`src/rtl/ascon_pkg.sv`:
```
// Shared ASCON types and sizes used by the result serializer.
package ascon_pkg;

  localparam int CIPHER_BYTES = 184;
  localparam int TAG_BYTES    = 16;
  localparam int CIPHER_W     = 1472;
  localparam int TAG_W        = 128;
  localparam int FRAME_W      = CIPHER_W + TAG_W;

  typedef enum logic [2:0] {
    S_IDLE   = 3'd0,
    S_HEADER = 3'd1,
    S_CIPHER = 3'd2,
    S_TAG    = 3'd3,
    S_CHECK  = 3'd4,
    S_DONE   = 3'd5
  } ser_state_e;

endpackage

```
`src/rtl/ascon_result_serializer.sv`:
```
// Serializes one ASCON result (ciphertext + tag) into a byte stream with
// optional sync header and trailing XOR checksum, using a valid/ready handshake.
module ascon_result_serializer
  import ascon_pkg::*;
#(
  parameter bit         HEADER_EN = 1'b1,
  parameter logic [7:0] SYNC_BYTE = 8'hA5
) (
  input  logic          clock_i,
  input  logic          reset_i,
  input  logic          start_i,
  input  logic [1471:0] cipher_i,
  input  logic [127:0]  tag_i,
  input  logic          byte_ready_i,
  output logic [7:0]    byte_o,
  output logic          byte_valid_o,
  output logic          busy_o,
  output logic          done_o
);

  ser_state_e         state_q, state_d;
  logic [FRAME_W-1:0] data_q, data_d;
  logic [7:0]         idx_q, idx_d;
  logic [7:0]         csum_q, csum_d;
  logic [7:0]         cur_byte;
  logic               xfer;

  // Capture register shifts left on every payload transfer, so the byte on
  // the wire is always the top byte; tag bytes follow cipher bytes naturally.
  assign cur_byte = data_q[FRAME_W-1 -: 8];
  assign xfer     = byte_valid_o & byte_ready_i;

  always_comb begin
    state_d = state_q;
    data_d  = data_q;
    idx_d   = idx_q;
    csum_d  = csum_q;
    unique case (state_q)
      S_IDLE: begin
        if (start_i) begin
          data_d  = {cipher_i, tag_i};
          csum_d  = 8'h00;
          idx_d   = 8'h00;
          state_d = HEADER_EN ? S_HEADER : S_CIPHER;
        end
      end
      S_HEADER: begin
        if (xfer) begin
          idx_d   = 8'h00;
          state_d = S_CIPHER;
        end
      end
      S_CIPHER: begin
        if (xfer) begin
          data_d = {data_q[FRAME_W-9:0], 8'h00};
          csum_d = csum_q ^ cur_byte;
          if (idx_q == 8'(CIPHER_BYTES - 1)) begin
            idx_d   = 8'h00;
            state_d = S_TAG;
          end else begin
            idx_d = idx_q + 8'd1;
          end
        end
      end
      S_TAG: begin
        if (xfer) begin
          data_d = {data_q[FRAME_W-9:0], 8'h00};
          csum_d = csum_q ^ cur_byte;
          if (idx_q == 8'(TAG_BYTES - 1)) begin
            state_d = S_CHECK;
          end else begin
            idx_d = idx_q + 8'd1;
          end
        end
      end
      S_CHECK: begin
        if (xfer) state_d = S_DONE;
      end
      S_DONE:  state_d = S_IDLE;
      default: state_d = S_IDLE;
    endcase
  end

  always_ff @(posedge clock_i) begin
    if (!reset_i) begin
      state_q <= S_IDLE;
      data_q  <= '0;
      idx_q   <= 8'h00;
      csum_q  <= 8'h00;
    end else begin
      state_q <= state_d;
      data_q  <= data_d;
      idx_q   <= idx_d;
      csum_q  <= csum_d;
    end
  end

  always_comb begin
    byte_o       = 8'h00;
    byte_valid_o = 1'b0;
    busy_o       = 1'b0;
    done_o       = 1'b0;
    unique case (state_q)
      S_HEADER: begin
        byte_o       = SYNC_BYTE;
        byte_valid_o = 1'b1;
        busy_o       = 1'b1;
      end
      S_CIPHER, S_TAG: begin
        byte_o       = cur_byte;
        byte_valid_o = 1'b1;
        busy_o       = 1'b1;
      end
      S_CHECK: begin
        byte_o       = csum_q;
        byte_valid_o = 1'b1;
        busy_o       = 1'b1;
      end
      S_DONE:  done_o = 1'b1;
      default: ;
    endcase
  end

endmodule

```
`config.mk`:
```
export PLATFORM = sky130hd
export DESIGN_NAME = ascon_result_serializer
export DESIGN_NICKNAME = d
export VERILOG_FILES = /design/src/rtl/ascon_pkg.sv /design/src/rtl/ascon_result_serializer.sv
export SDC_FILE = /design/constraint.sdc
export NUM_CORES = 2
export LEC_CHECK = 0
export CORE_AREA = 8 8 631 633
export CTS_CLUSTER_SIZE = 24
export DETAILED_ROUTE_END_ITERATION = 6
export DIE_AREA = 0 0 639 641
export SETUP_SLACK_MARGIN = 0.3
export SYNTH_ARGS = -nofsm -noshare
export SYNTH_HDL_FRONTEND = slang
export SYNTH_SLANG_ARGS = --single-unit
export TNS_END_PERCENT = 100
```
`constraint.sdc`:
```
create_clock -name clock_i -period 1.8 [get_ports clock_i]
set_clock_uncertainty 0.1 [all_clocks]
set_input_delay 0.36 -clock clock_i [delete_from_list [all_inputs] [get_ports clock_i]]
set_output_delay 0.36 -clock clock_i [all_outputs]
set_load 0.005 [all_outputs]
```
==> metrics.csv <==
metric,value,unit
status,"finished, violations left",
failing checks,negative setup slack,
Arrival @ worst endpoint,3.18,ns
Synth area leaders,"dfxtp_1, o211a_1, nand2_1, nand3_1, buf_2",
crit path to,data_q[700]$_SDFFE_PN0P_,
Synthesized Nets,10639,
# clock sinks,1619,
PortBufs,1614,
DR WL/cell,21.21,um
layout cells sized above 1,0.1153,
crit end category,register,
post-synth top area cell,dfxtp_1,
GRT Util Overall,0.1545,
drt first pass iters,6,
maximum vdd drop,0.9952,mV
fin worst setup slack,-0.7484,ns
worst-margin pin slew,0.6019,ns
Fillers,41192,
grt ovf,0,
initial antenna violation count,75,
commonest cells in the synthesized netlist,"nand2_1, dfxtp_1, nand3_1",
# setup viols final,1627,
clk buf depth,4,
R2R setup slack,-0.75,ns
clock slew at reported path FFs,0.06,ns
die width,639,um
worst r2r path cells,9,
Routed WL,347500,um
worst path required time,2.44,ns
vias,74841,
initial DRC count,6608,
Initial Util,0.1888,
top-count cell post-synth,nand2_1,
die footprint,0.4096,mm2
Routed Antenna Nets,0,
Final Core Density,0.2892,
RSZ-0062 raised after global routing,yes,
Most used DFF post-synth,dfxtp_1,
Synth Cell Area,0.07320,mm2
Clock Power Share,0.366,
Pint,76.31,mW
Post-synth EDFFs,0,
FMAX,0.3924,GHz
footprint of the multi-input gates,0.03751,mm2
CTS tree,done,
Ys Warns,0,
Netlist cell types,38,
Die Ht,641,um
Root Buffer,clkbuf_16,
Final Max Tran Viols,0,
Synth Instances,9034,
Register Area,0.03242,mm2
Synth Area in Compound Gates,0.2233,
Synth Area per Inst,8.102,um2
Max H-tree Level,4,
total of max-cap violations,0,
Simple-Gate Fraction of Synth Area,0.2782,
Power Dens Cells,964.0,mW/mm2
final hold vios,0,
Vias per Instance,4.568,
largest family of logic cells by synthesized area,simple AND/OR/NAND/NOR gates,
top cell type's share of synthesized area,0.4428,
Yosys reg bits,1619,
core area,0.3877,mm2
Num CTS Buffers,188,
switching share of power,0.2940,
"Seq/Total Area, Yosys",0.4428,
Syn-to-layout area delta,53.17,%
first-pass GRT wire length,479700,um
Synth Area in XOR/XNOR,0.0001197,
Min Hold Slack,0.09884,ns
vias in the first global route,71250,
leakage,57.73,nW
largest net degree at the start of global routing,87,
Slew headroom,0.5987,
Comb pwr share,0.235,
R2R Path End,data_q[700]$_SDFFE_PN0P_,
class of the worst hold path,input pin to register,
Pwr Total,108.1,mW
Worst setup SP type,register,
Top-Level Pins,1615,
Worst-Skew Late Latency,0.87,ns
nets,12565,
register share of total power,0.399,
worst flop-to-flop path startpoint,state_q[0]$_SDFFE_PN0P_,
fraction of registers with async set/reset,0,
CP Max Fanout,15,
drt drc,0,
Setup crit start,state_q[0]$_SDFFE_PN0P_,
Placer Congestion,0.8843,
Final Cycle Share,1.416,
Core Rows,229,
Synth Area in Adders,0.0001709,
post-synthesis mux area share,0,
net switching power figure,31.77,mW
hpwl dp,261500,um
Tmin final,2.548,ns
type of the worst setup path,register to register,
==> placed cells by master (no fill, tap or decap), drive strengths merged, types with 2 or more instances in the layout <==
cell / instances
or3b: 2
bufinv: 13
clkdlybuf4s50: 1602
clkbuf: 296
a21boi: 17
a21o: 3
o31ai: 3
a211oi: 2
nand4b: 8
clkinv: 48
o21a: 2
or3: 5
o211a: 1592
or4: 4
clkinvlp: 7
buf: 797
dfxtp: 1619
nand2: 3202
inv: 9
nand3: 1608
nor2: 13
bufbuf: 11
and2: 4
a21oi: 13
diode: 80
o21ai: 24
nand2b: 3
dlygate4sd3: 190
==> per-layer routing <==
metal,routed length (um),vias to the layer above,global-route usage
li1,-,35536,-
met1,136300,36177,0.1859
met2,175100,2595,0.2705
met3,21470,529,0.02391
met4,14570,4,0.06926
met5,27,-,0
==> final cells by class <==
cell class              count  area share
well taps                5197     0.05800
clock inverters            76    0.008526
repair buffers           2634      0.2602
inverters                   1  0.00003348
diodes                     80    0.001786
clock buffers             262     0.04775
multi-input cells        6516      0.3346
flip-flops and latches   1619      0.2892
==> critical path, stage by stage, from the launching register on <==
cell and delay, ns:
dfxtp_4 0.37, buf_6 0.11, or3b_4 0.40, a21oi_4 0.19, buf_12 0.20, buf_16 0.21, bufbuf_16 0.36, buf_4 0.15
nand3_1 0.12, o211a_1 0.15
==> registers in the layout, indices dropped and copies added (netlist names) <==
| register | count |
|---|---|
| data_q | 1600 |
| csum_q | 8 |
| idx_q | 8 |
| state_q | 3 |
==> worst min path at each step <==
stage	from	end	depth (start not counted)
finish	cipher_i[334]	data_q[462]$_SDFFE_PN0P_	4
global route	cipher_i[1424]	data_q[1552]$_SDFFE_PN0P_	4
CTS	cipher_i[1424]	data_q[1552]$_SDFFE_PN0P_	4
global placement	data_q[1]$_SDFFE_PN0P_	data_q[1]$_SDFFE_PN0P_	2
floorplan	data_q[0]$_SDFFE_PN0P_	data_q[0]$_SDFFE_PN0P_	2
detailed placement	data_q[0]$_SDFFE_PN0P_	data_q[0]$_SDFFE_PN0P_	2
==> power groups by stage <==
stage | Combinational, mW | Clock (mW) | Sequential [mW]
floorplan | 11.9 | 0 | 42.8
global placement | 21.5 | 0 | 43.7
detailed placement | 21.8 | 0 | 43.8
CTS | 24.0 | 40.4 | 43.1
global route | 27.2 | 41.8 | 43.6
finish | 25.4 | 39.5 | 43.1
==> what timing repair did <==
action | 4_1_cts | 5_1_grt
gates cloned | 43 | 35
resized for setup | 223 | 203
buffers inserted | 36 | 45
setup endpoints to repair | 1630 | 1630
hold endpoints to repair | 457 | 0
pin swaps | 9 | 5
hold buffers | 190 | 0
==> through the flow <==
step	cell area [um2]	setup WS, ns	setup TNS [ns]	std cells
after floorplan	73410	0.02655	0	9034
after global placement	99200	-1.010	-1436.45	15618
after CTS	109700	-0.7367	-932.98	16225
after detailed placement	99200	-1.011	-1447.67	15618
final	112100	-0.7484	-988.91	16385
after global routing	112100	-0.7792	-1039.52	16377
==> kinds of logic (layout without fill, tap and decap cells) <==
family          after synthesis  count (layout)
simple gates               4856            4856
compound gates             1658            1658
flops                      1619            1619
buf+inv                     899            2973
fa+ha+maj                     1               1
xor+xnor                      1               1
other cells                   0              80
(Power assumes the default switching activity.)
